**config.mk**
```make
export PLATFORM = sky130hd
export DESIGN_NAME = jk_bank_seq
export DESIGN_NICKNAME = d
export VERILOG_FILES = /design/src/rtl/jk_bank_seq.sv
export SDC_FILE = /design/constraint.sdc
export NUM_CORES = 1
export LEC_CHECK = 0
export BUFFER_PORTS_ARGS = -buffer_cell sky130_fd_sc_hd__buf_4
export CAP_MARGIN = 20
export CORE_MARGIN = 2
export CORE_UTILIZATION = 49
export CTS_CLUSTER_DIAMETER = 60
export DETAILED_ROUTE_END_ITERATION = 6
export HOLD_SLACK_MARGIN = 0.08
export PLACE_DENSITY = 0.75
export REMOVE_ABC_BUFFERS = 1
export SLEW_MARGIN = 20
export SYNTH_ARGS = -nofsm -noshare
export SYNTH_HDL_FRONTEND = slang
export SYNTH_SLANG_ARGS = --single-unit
```
**constraint.sdc**
```tcl
create_clock -name clk -period 1.65 [get_ports clk]
set_input_delay 0.33 -clock clk [delete_from_list [all_inputs] [get_ports clk]]
set_output_delay 0.33 -clock clk [all_outputs]
set_load 0.01 [all_outputs]
```
**src/rtl/jk_bank_seq.sv**
```systemverilog
// jk_bank_seq: command sequencer for a bank of WIDTH JK flip-flops.
// Turns CLEAR/SET/LOAD/TOGGLE/COUNT commands into registered per-bit
// J/K excitation, with a settle cycle between drives so q_fb can update.
module jk_bank_seq #(
    parameter int unsigned WIDTH = 4
) (
    input  logic             clk,
    input  logic             rst_n,
    input  logic             cmd_valid,
    output logic             cmd_ready,
    input  logic [2:0]       cmd_op,
    input  logic [WIDTH-1:0] cmd_arg,
    input  logic [WIDTH-1:0] q_fb,
    output logic [WIDTH-1:0] j,
    output logic [WIDTH-1:0] k,
    output logic             busy,
    output logic             done,
    output logic             wrap
);

    typedef enum logic [1:0] {
        S_IDLE,
        S_DRIVE,
        S_SETTLE,
        S_FIN
    } state_t;

    typedef enum logic [2:0] {
        OP_NOP        = 3'd0,
        OP_CLEAR      = 3'd1,
        OP_SET        = 3'd2,
        OP_LOAD       = 3'd3,
        OP_TOGGLE     = 3'd4,
        OP_COUNT_UP   = 3'd5,
        OP_COUNT_DOWN = 3'd6,
        OP_RSVD       = 3'd7
    } op_t;

    state_t           state, state_nxt;
    op_t              op_r, op_nxt, op_in;
    logic [WIDTH-1:0] cnt, cnt_nxt;
    logic             wrap_flag, wrap_nxt;
    logic [WIDTH-1:0] j_nxt, k_nxt;

    // Per-bit JK excitation; count ops toggle bit i when the lower bits carry/borrow.
    function automatic logic [2*WIDTH-1:0] excite(input op_t op,
                                                   input logic [WIDTH-1:0] arg,
                                                   input logic [WIDTH-1:0] q);
        logic [WIDTH-1:0] jx, kx;
        logic             carry;
        jx    = '0;
        kx    = '0;
        carry = 1'b1;
        case (op)
            OP_CLEAR:  kx = '1;
            OP_SET:    jx = '1;
            OP_LOAD: begin
                jx = arg & ~q;
                kx = ~arg & q;
            end
            OP_TOGGLE: begin
                jx = arg;
                kx = arg;
            end
            OP_COUNT_UP, OP_COUNT_DOWN: begin
                for (int unsigned i = 0; i < WIDTH; i++) begin
                    jx[i] = carry;
                    kx[i] = carry;
                    carry = carry & ((op == OP_COUNT_UP) ? q[i] : ~q[i]);
                end
            end
            default: ;
        endcase
        return {jx, kx};
    endfunction

    function automatic logic is_count(input op_t op);
        return (op == OP_COUNT_UP) || (op == OP_COUNT_DOWN);
    endfunction

    function automatic logic wraps_at(input op_t op, input logic [WIDTH-1:0] q);
        return ((op == OP_COUNT_UP) && (&q)) || ((op == OP_COUNT_DOWN) && (q == '0));
    endfunction

    assign op_in = op_t'(cmd_op);

    // Next-state, next J/K drive and handshake/status outputs.
    always_comb begin
        state_nxt = state;
        op_nxt    = op_r;
        cnt_nxt   = cnt;
        wrap_nxt  = wrap_flag;
        j_nxt     = '0;
        k_nxt     = '0;
        cmd_ready = (state == S_IDLE);
        busy      = (state != S_IDLE);
        done      = (state == S_FIN);
        wrap      = (state == S_FIN) && wrap_flag;
        case (state)
            S_IDLE: begin
                if (cmd_valid) begin
                    op_nxt   = op_in;
                    wrap_nxt = 1'b0;
                    cnt_nxt  = is_count(op_in) ? cmd_arg : '0;
                    if ((op_in == OP_NOP) || (op_in == OP_RSVD) ||
                        (is_count(op_in) && (cmd_arg == '0))) begin
                        state_nxt = S_FIN;
                    end else begin
                        state_nxt      = S_DRIVE;
                        {j_nxt, k_nxt} = excite(op_in, cmd_arg, q_fb);
                        wrap_nxt       = wraps_at(op_in, q_fb);
                    end
                end
            end
            S_DRIVE: begin
                state_nxt = S_SETTLE;
                if (is_count(op_r)) cnt_nxt = cnt - WIDTH'(1);
            end
            S_SETTLE: begin
                // Next count step uses q_fb already updated by the previous drive.
                if (is_count(op_r) && (cnt != '0)) begin
                    state_nxt      = S_DRIVE;
                    {j_nxt, k_nxt} = excite(op_r, '0, q_fb);
                    if (wraps_at(op_r, q_fb)) wrap_nxt = 1'b1;
                end else begin
                    state_nxt = S_FIN;
                end
            end
            S_FIN:   state_nxt = S_IDLE;
            default: state_nxt = S_IDLE;
        endcase
    end

    // State, command and registered J/K drive, synchronous active-low reset.
    always_ff @(posedge clk) begin
        if (!rst_n) begin
            state     <= S_IDLE;
            op_r      <= OP_NOP;
            cnt       <= '0;
            wrap_flag <= 1'b0;
            j         <= '0;
            k         <= '0;
        end else begin
            state     <= state_nxt;
            op_r      <= op_nxt;
            cnt       <= cnt_nxt;
            wrap_flag <= wrap_nxt;
            j         <= j_nxt;
            k         <= k_nxt;
        end
    end

endmodule

```
==> summary.md, run 1 <==
| Metric | Value |
|---|---|
| Status | `finished, final reports clean` |
| Worst-Margin Slew | `0.3795 ns` |
| Via-per-instance ratio | `5.902` |
| Vias in the first global route | `1331` |
| P&R area growth vs syn | `31.16%` |
| Critical Path Start Type | `register` |
| Post-Syn Area | `1289 um2` |
| DRT iter0 DRCs | `51` |
| Die ar. | `3056 um2` |
| RSZ-0062 raised after global routing | `false` |
| P_int | `0.0007880 W` |
| H-Tree Depth | `1` |
| Slew HR | `0.7434` |
| Total GRT Usage | `0.2433` |
| Routed len/inst | `14.40 um` |
| Die Wd | `55.29 um` |
| Mapped Cells | `174` |
| Clock tree buffer depth | `2` |
| Power Density | `691.1 nW/um2` |
| Period utilization | `0.9422` |
| Crit path time final | `1.555 ns` |
| Reg area | `361.6 um2` |
| Total Wirelength | `3529 um` |
| Layout cells sized above 1 | `0.2744` |
| Post-cts hold buffer count | `0` |
| Sw frac | `0.3255` |
| Leak | `0.7114 nW` |
| DRC | `0` |
| Inst Count DP | `240` |
| Die height | `55.29 um` |
| Sequential element share of the synthesized area | `0.2796` |
| Peak VDD IR | `0.0007840 V` |
| Largest net degree at the start of global routing | `15` |
| Combinational share of power | `0.342` |
| Mapped Avg Cell Area | `7.407 um2` |
| Clk pwr share | `0.235` |
| Synth Register Bits | `18` |
| Non-Filler Instances | `245` |
| First-pass GRT wire length | `5954 um` |
| Synth Warn # | `0` |
| Layout fillers | `209` |
| Crit Path Max Fanout | `4` |
| Nature of the critical path endpoint | `register` |
| PortBufs | `25` |
| Clock root buffer | `clkbuf_4` |
| Core box area | `2477 um2` |
| Ys async rst share | `0` |
| Clock latency on the worst-skew pair | `0.30 ns` |
| Switching Power | `0.0003802 W` |
| Ys flop type | `dfxtp_1` |
| Diode count | `0` |
| Ports | `26` |
| Post-synth EDFFs | `0` |
| Total gr overflow | `0` |
| Final hold violations | `0` |
| Routability cong. | `0.9316` |
| Required time of the critical path | `1.89 ns` |
| Worst setup path class | `register to register` |
| Worst Path Arrival | `1.79 ns` |
| Final Util | `0.6823` |
| Max_cap viols | `0` |
| Initial antenna violation count | `0` |
| Vias | `1446` |
| Synth unique cells | `47` |
| Initial core utilization | `0.5202` |
| CTS Sinks | `18` |
| Slew Viols, Final | `0` |
| CTS tree | `yes` |
| Nets | `231` |
| Area of the multi-input gates | `859.6 um2` |
| Maximum clock frequency | `643.3 MHz` |
| Inserted Clock Buffers | `3` |
| Sequential Power Share | `0.423` |
| Routed Antenna Nets | `0` |
| Worst Clk Skew | `0.005322 ns` |
| Clock transition at the registers of the reported paths | `0.10 ns` |
| HP Class | `input pin to register` |
| Post-DP HPWL | `2741 um` |
| Total Power | `0.001168 W` |
| Site row count | `18` |
| Final-report setup violation count | `0` |
| Pre-antenna DRT Iters | `4` |
## layer usage
layer,vias up,wire length [um],global-route usage
li1,712,-,-
met1,645,1531,0.3164
met2,80,1602,0.3861
met3,9,323,0.05386
met4,0,72,0.1045
met5,-,0,0
## critical path, stage by stage (launching register included)
cell and delay, ns:
dfxtp_2 0.37, inv_1 0.05, ha_1 0.25, a2111o_1 0.49
a21oi_2 0.18, a21oi_1 0.06, nor2_1 0.10
## layout make-up
cell class | count | area share
sequential | 18 | 0.2139
inverter | 8 | 0.01776
tap | 30 | 0.02221
timing repair buffer | 47 | 0.2161
clock buffer | 4 | 0.02147
multi-input combinational | 138 | 0.5085
## power groups by stage
| stage | sequential (W) | combinational [W] | clock [W] |
|---|---|---|---|
| 6_report | 0.000494 | 0.000400 | 0.000275 |
| 2_1_floorplan | 0.000504 | 0.000201 | 0 |
| 4_1_cts | 0.000493 | 0.000390 | 0.000285 |
| 3_3_place_gp | 0.000501 | 0.000379 | 0 |
| 5_1_grt | 0.000498 | 0.000443 | 0.000299 |
| 3_5_place_dp | 0.000502 | 0.000389 | 0 |
## synthesized netlist by cell type (3+ instances only)
cell type | count | area (um2)
o21ai_0 | 9 | 45.04
dfxtp_1 | 18 | 360.4
o211a_1 | 3 | 30.03
buf_2 | 4 | 20.02
nor2_1 | 15 | 56.30
nor3_1 | 5 | 25.02
a21boi_0 | 4 | 30.03
nand2_1 | 20 | 75.07
nor3b_1 | 3 | 22.52
a21oi_1 | 15 | 75.07
nand3_1 | 4 | 20.02
nand2b_1 | 10 | 62.56
clkbuf_1 | 4 | 15.01
o22ai_1 | 3 | 18.77
a31oi_1 | 4 | 25.02
inv_1 | 8 | 30.03
nor2b_1 | 5 | 31.28
## path summary, 6_finish.rpt
path	from	endpoint	slack, ns	depth (start not counted)
min	cmd_valid	state[0]$_SDFFE_PN0P_	0.27	3
max reg2reg	cnt[0]$_SDFFE_PN0P_	k[2]$_SDFF_PN0_	0.1	6
min reg2reg	cnt[0]$_SDFFE_PN0P_	cnt[0]$_SDFFE_PN0P_	0.54	1
max	cnt[0]$_SDFFE_PN0P_	k[2]$_SDFF_PN0_	0.1	6
## flip-flops by register name (all words and copies together) (netlist names)
name and count:
k 4, cnt 4, state 2, wrap_flag 1
j 4, op_r 3
## per-stage QoR
| stage | setup slack (ns) | TNS (ns) | instance area [um2] | hold WS, ns |
|---|---|---|---|---|
| after CTS | 0.04976 | 0 | 1669 | 0.2642 |
| after floorplan | 0.1797 | 0 | 1237 | 0.4507 |
| after detailed placement | -0.02440 | -0.03481 | 1633 | 0.5263 |
| after global routing | 0.006139 | 0 | 1690 | 0.2766 |
| final | 0.09539 | 0 | 1690 | 0.2688 |
| after global placement | 0.008017 | 0 | 1633 | 0.5081 |
## logic make-up after synthesis
group,share of synthesized area
adder cells (fa/ha/maj),0.01747
buffers and inverters,0.06310
AND/OR/NAND/NOR,0.2990
XOR/XNOR,0.02719
multiplexers,0.01553
flip-flops,0.2796
AO/OA/AOI/OAI,0.2981
## layout by cell type, fill, tap and decap left out, types with 2 or more instances in the layout
cell type and instances:
or4_1 2, nand3_1 4, dfxtp_1 17, and2_1 2, mux2i_1 2, nand2b_1 10
o31ai_1 2, a211oi_1 2, o211a_1 3, xnor2_1 2, o2111ai_1 2, nor2_1 14
a22oi_1 2, buf_4 46, a21oi_1 14, xor2_1 2, clkbuf_4 3, nor3_1 5
a31oi_1 3, o22ai_1 3, nor3b_1 3, o21ai_0 9, nor2b_1 5, inv_1 8
a21boi_0 4, nand2_1 20, o211ai_1 2
## what timing repair did
action	in CTS	in global routing
gates resized for setup	0	4
setup buffers	0	1
hold endpoints to repair	0	0
endpoints found under the setup margin	0	4
(Power assumes the default switching activity.)
==> run 2: changes to the inputs <==
--- a/config.mk
+++ b/config.mk
@@ -13,6 +13,7 @@
 export DETAILED_ROUTE_END_ITERATION = 6
 export HOLD_SLACK_MARGIN = 0.08
 export PLACE_DENSITY = 0.75
+export RECOVER_POWER = 100
 export REMOVE_ABC_BUFFERS = 1
 export SLEW_MARGIN = 20
 export SYNTH_ARGS = -nofsm -noshare
==> run 2 against run 1 <==
Clock power about the same. First-iteration DRC count down 2.0%. Global-route usage unchanged. Cell area down 2.6%. Worst hold slack better by 0.0019 ns. Critical endpoint unchanged. Largest cell class unchanged. Highest routed layer unchanged.
==> summary.md, run 2 (synthesized netlist as in run 1, its figures left out) <==
| Metric | Value |
|---|---|
| Total GRT Usage | `0.2433` |
| Worst Clk Skew | `0.005230 ns` |
| Commonest cells after routing, fill and taps aside | `33 x buf_4, 20 x nand2_1, 17 x dfxtp_1, 14 x nor2_1, 14 x a21oi_1` |
| R2r endpoint | `k[2]$_SDFF_PN0_` |
| Layout cells sized above 1 | `0.2233` |
| Maximum clock frequency | `642.9 MHz` |
| Leak | `0.6642 nW` |
| Ports | `26` |
| Setup crit start | `cnt[0]$_SDFFE_PN0P_` |
| Critical Path Start Type | `register` |
| Reg2reg start | `cnt[0]$_SDFFE_PN0P_` |
| Required time of the critical path | `1.89 ns` |
| Initial antenna violation count | `0` |
| Worst setup path class | `register to register` |
| Die ar. | `3056 um2` |
| Worst Path Arrival | `1.80 ns` |
| TNS Setup | `0 ns` |
| DRC | `0` |
| Die Wd | `55.29 um` |
| HP Class | `input pin to register` |
| Setup crit end | `k[2]$_SDFF_PN0_` |
| Via-per-instance ratio | `5.959` |
| Status | `finished, final reports clean` |
| R2R Setup Slk | `0.09 ns` |
| Clock latency on the worst-skew pair | `0.30 ns` |
| Total Power | `0.001154 W` |
| Clock tree buffer depth | `2` |
| Diode count | `0` |
| Pre-antenna DRT Iters | `4` |
| Vias | `1460` |
| Hold slack final | `0.2707 ns` |
| Crit Path Max Fanout | `4` |
| Reg2Reg Depth | `6` |
| Final-report setup violation count | `0` |
| Max_cap viols | `0` |
| Nature of the critical path endpoint | `register` |
| Core box area | `2477 um2` |
| Routability cong. | `0.9316` |
| Top Registers | `cnt (4), j (4), k (4)` |
| Final hold violations | `0` |
| H-Tree Depth | `1` |
| Die height | `55.29 um` |
| Total gr overflow | `0` |
| Total Wirelength | `3604 um` |
| Post-DP HPWL | `2741 um` |
| Clock root buffer | `clkbuf_4` |
| CTS Sinks | `18` |
| PortBufs | `25` |
| Area after DPL | `1633 um2` |
| Power Density | `700.8 nW/um2` |
| Routed Antenna Nets | `0` |
| Clock transition at the registers of the reported paths | `0.10 ns` |
| Post-cts hold buffer count | `0` |
| Final Cell Area | `1647 um2` |
| Final Util | `0.6646` |
| Slew HR | `0.7443` |
| Inserted Clock Buffers | `3` |
| Most common cell after layout, fill and taps aside | `buf_4` |
| Routed len/inst | `14.71 um` |
| Slew Viols, Final | `0` |
| RSZ-0062 raised after global routing | `false` |
| Site row count | `18` |
| DRT iter0 DRCs | `50` |
| Worst-Margin Slew | `0.3782 ns` |
| P&R area growth vs syn | `27.77%` |
| Crit path time final | `1.555 ns` |
| Period utilization | `0.9427` |
| Peak VDD IR | `0.0007781 V` |
| Nets | `231` |
| CTS tree | `yes` |
| Vias in the first global route | `1331` |
| First-pass GRT wire length | `5954 um` |
| Initial core utilization | `0.5202` |
| Largest net degree at the start of global routing | `15` |
==> run 2: cell count changes in the layout (fill, tap and decap cells not counted) <==
| cell | previous run | this run |
|---|---|---|
| o21ai_1 | 1 | 0 |
| and2_1 | 2 | 0 |
| clkbuf_1 | 0 | 11 |
| o21ai_0 | 9 | 10 |
| clkbuf_2 | 0 | 1 |
| clkbuf_4 | 3 | 4 |
| buf_4 | 46 | 33 |
| and2_0 | 0 | 2 |
==> run 2: metal layers <==
layer  up-vias  global-route usage  part of all wire
met5         -                   0                 0
met1       646              0.3164              0.43
li1        715                   -                 -
met4         0              0.1045             0.017
met2        86              0.3861              0.45
met3        13             0.05386              0.10
==> run 2: what timing repair did <==
action | in CTS | in global routing
gates resized for setup | 0 | 4
buffers inserted | 0 | 1
endpoints found under the setup margin | 0 | 4
==> run 2: worst min-delay path by stage <==
stage | from | to | slack (ns) | depth (start not counted)
after floorplan | cmd_valid | state[0]$_SDFFE_PN0P_ | 0.45 | 2
after global placement | cnt[1]$_SDFFE_PN0P_ | cnt[1]$_SDFFE_PN0P_ | 0.51 | 1
after detailed placement | cnt[1]$_SDFFE_PN0P_ | cnt[1]$_SDFFE_PN0P_ | 0.53 | 1
after CTS | cmd_valid | state[0]$_SDFFE_PN0P_ | 0.26 | 3
after global routing | cmd_valid | state[0]$_SDFFE_PN0P_ | 0.28 | 3
final | cmd_valid | state[0]$_SDFFE_PN0P_ | 0.27 | 3
==> run 2: power by group <==
part	internal, W	switching, W
Clock	0.000135	0.000140
Combinational	0.000171	0.000214
Sequential	0.000466	0.0000271
Total	0.000772	0.000382
==> run 2: cell type report <==
cell class | count | area (um2)
Inverter | 8 | 30.03
Clock buffer | 4 | 36.28
Sequential cell | 18 | 361.6
Timing Repair Buffer | 47 | 321.6
Multi-Input combinational cell | 138 | 859.6
Fill cell | 220 | 830.8
Tap cell | 30 | 37.54
==> run 2: per-stage QoR <==
step                      std cells  worst slack (ns)
after CTS                       244           0.04976
after floorplan                 164            0.1797
after global placement          240          0.008017
after global routing            245          0.008194
after detailed placement        240          -0.02440
final                           245           0.09454
==> run 2: worst max-delay path, cell delays in order, from the launching register on <==
cell	delay, ns
dfxtp_2	0.37
inv_1	0.05
ha_1	0.24
a2111o_1	0.49
a21oi_2	0.18
a21oi_1	0.06
nor2_1	0.10
==> run 3: changes to the inputs <==
--- a/config.mk
+++ b/config.mk
@@ -5,14 +5,14 @@
 export SDC_FILE = /design/constraint.sdc
 export NUM_CORES = 1
 export LEC_CHECK = 0
-export BUFFER_PORTS_ARGS = -buffer_cell sky130_fd_sc_hd__buf_4
 export CAP_MARGIN = 20
 export CORE_MARGIN = 2
-export CORE_UTILIZATION = 49
+export CORE_UTILIZATION = 62
 export CTS_CLUSTER_DIAMETER = 60
 export DETAILED_ROUTE_END_ITERATION = 6
+export DONT_BUFFER_PORTS = 1
 export HOLD_SLACK_MARGIN = 0.08
-export PLACE_DENSITY = 0.75
+export PLACE_DENSITY = 0.78
 export RECOVER_POWER = 100
 export REMOVE_ABC_BUFFERS = 1
 export SLEW_MARGIN = 20
==> constraint.sdc (replaced) <==
create_clock -name clk -period 1.5 [get_ports clk]
set_input_delay 0.3 -clock clk [delete_from_list [all_inputs] [get_ports clk]]
set_output_delay 0.3 -clock clk [all_outputs]
set_load 0.01 [all_outputs]
==> run 3 against run 2 <==
Register-to-register slack got worse by 0.09 ns. Cell count decreased by 15%. Via count fell by 5.1%. Die area decreased by 20%. Routed wire length is 4.5% lower.
==> summary.md, run 3 (synthesized netlist as in run 1, its figures left out) <==
| Metric | Value |
|---|---|
| Critical-path cell list | `xnor2_1 > nand2b_1 > a211oi_2 > clkbuf_4 > nand2_1 > a21oi_1` |
| P&R area growth vs syn | `12.91%` |
| Largest net degree at the start of global routing | `23` |
| Final-report setup violation count | `0` |
| Crit path time final | `1.500 ns` |
| Post-cts hold buffer count | `0` |
| Clock tree buffer depth | `2` |
| Sw frac | `0.3127` |
| Sequential Power Share | `0.452` |
| Combinational share of power | `0.295` |
| Critical path buffer and inverter count | `1` |
| PortBufs | `0` |
| Diode count | `0` |
| Total GRT Usage | `0.2883` |
| Via-per-instance ratio | `6.632` |
| Final hold violations | `0` |
| H-Tree Depth | `1` |
| CTS tree | `yes` |
| Hold slack final | `0.1021 ns` |
| Layout cells sized above 1 | `0.1923` |
| RSZ-0062 raised after global routing | `true` |
| Crit Path Max Fanout | `4` |
| Required time of the critical path | `1.73 ns` |
| Ports | `26` |
| Routed len/inst | `16.47 um` |
| Clock transition at the registers of the reported paths | `0.11 ns` |
| First-pass GRT wire length | `5478 um` |
| Clock root buffer | `clkbuf_4` |
| Most common cell after layout, fill and taps aside | `nand2_1` |
| Largest delay share family, worst path | `flip-flops` |
| Worst setup path class | `register to register` |
| Slew Viols, Final | `0` |
| Nets | `198` |
| Worst Clk Skew | `0.004331 ns` |
| Die height | `49.59 um` |
| Peak VDD IR | `0.0006157 V` |
| Max incr delay on CP | `0.41 ns` |
| Post-DP HPWL | `2430 um` |
| Slew HR | `0.7392` |
| Final Util | `0.7417` |
| P_int | `0.0008339 W` |
| Worst Path Arrival | `1.73 ns` |
| Vias in the first global route | `1259` |
| Routability cong. | `0.9280` |
| Final Cell Area | `1455 um2` |
| Die ar. | `2459 um2` |
| Inserted Clock Buffers | `3` |
| Initial core utilization | `0.6569` |
| HP Class | `input pin to register` |
| Commonest cells after routing, fill and taps aside | `20 x nand2_1, 14 x nor2_1, 14 x dfxtp_1, 13 x a21oi_1, 13 x buf_4` |
| Worst-Margin Slew | `0.3876 ns` |
| Setup crit start | `op_r[0]$_SDFFE_PN0P_` |
| Maximum clock frequency | `666.7 MHz` |
| TNS Setup | `0 ns` |
| Initial antenna violation count | `0` |
| Total gr overflow | `0` |
| Reg2reg start | `op_r[0]$_SDFFE_PN0P_` |
| CP max stage cell | `dfxtp_1` |
| CTS Sinks | `18` |
| Routed Antenna Nets | `0` |
| Period utilization | `0.9999` |
| Site row count | `16` |
| Critical Path Start Type | `register` |
| HP Start | `rst_n` |
| DRC | `0` |
| Leak | `0.5446 nW` |
| Die Wd | `49.59 um` |
| Status | `finished, final reports clean` |
| DRT iter0 DRCs | `56` |
| Total Power | `0.001213 W` |
| Switching Power | `0.0003794 W` |
| Clock latency on the worst-skew pair | `0.30 ns` |
| Total Wirelength | `3443 um` |
| Pre-antenna DRT Iters | `4` |
| Nature of the critical path endpoint | `register` |
| Area after DPL | `1369 um2` |
| Clk pwr share | `0.253` |
| Power Density | `833.9 nW/um2` |
| Top Registers | `cnt (4), j (4), k (4)` |
| Max_cap viols | `0` |
| Core box area | `1962 um2` |
| Vias | `1386` |
-- run 3: metrics by stage --
step	setup WS, ns	cells
after floorplan	0.05974	164
after global placement	0.02090	204
after detailed placement	-0.01875	204
after CTS	0.004047	208
after global routing	-0.07466	209
final	0.0001804	209
-- run 3: area by class of cell --
class	instances	area [um2]
Clock buffer	4	36.28
Timing Repair Buffer	14	105.1
Fill cell	170	506.7
Tap cell	27	33.78
Inverter	8	30.03
Multi-Input combinational cell	138	884.6
Sequential cell	18	365.4
-- run 3: power by group through the flow --
stage,clock [W],sequential (W),combinational (W)
final,0.000307,0.000548,0.000358
after global routing,0.000335,0.000554,0.000395
after CTS,0.000313,0.000545,0.000326
after detailed placement,0,0.000557,0.000323
after global placement,0,0.000554,0.000313
after floorplan,0,0.000554,0.000221
-- run 3: worst paths after layout --
path / to / slack [ns] / cells after the start
worst max-delay path: j[3]$_SDFF_PN0_ / 0.0002 / 6
worst min-delay path: state[1]$_SDFFE_PN0P_ / 0.10 / 1
worst max register to register: j[3]$_SDFF_PN0_ / 0.0002 / 6
worst min register to register: op_r[1]$_SDFFE_PN0P_ / 0.53 / 2
-- run 3: what timing repair did --
item	4_1_cts	5_1_grt
endpoints found under the setup margin	0	11
resized for setup	0	14
setup buffers	0	1
-- run 3: worst register-to-register path: cells and delay by family, from the launching register on --
kind | cells | cell delay (ns)
flip-flops | 1 | 0.41
AND/OR/NAND/NOR | 2 | 0.29
buffers and inverters | 1 | 0.19
XOR/XNOR | 1 | 0.12
AO/OA/AOI/OAI | 2 | 0.40
-- run 3: metal layers --
layer  track usage  routed length, um
met2        0.4778               1678
met5             0                  0
met1        0.3528               1303
met4        0.1574                139
met3       0.04848                321
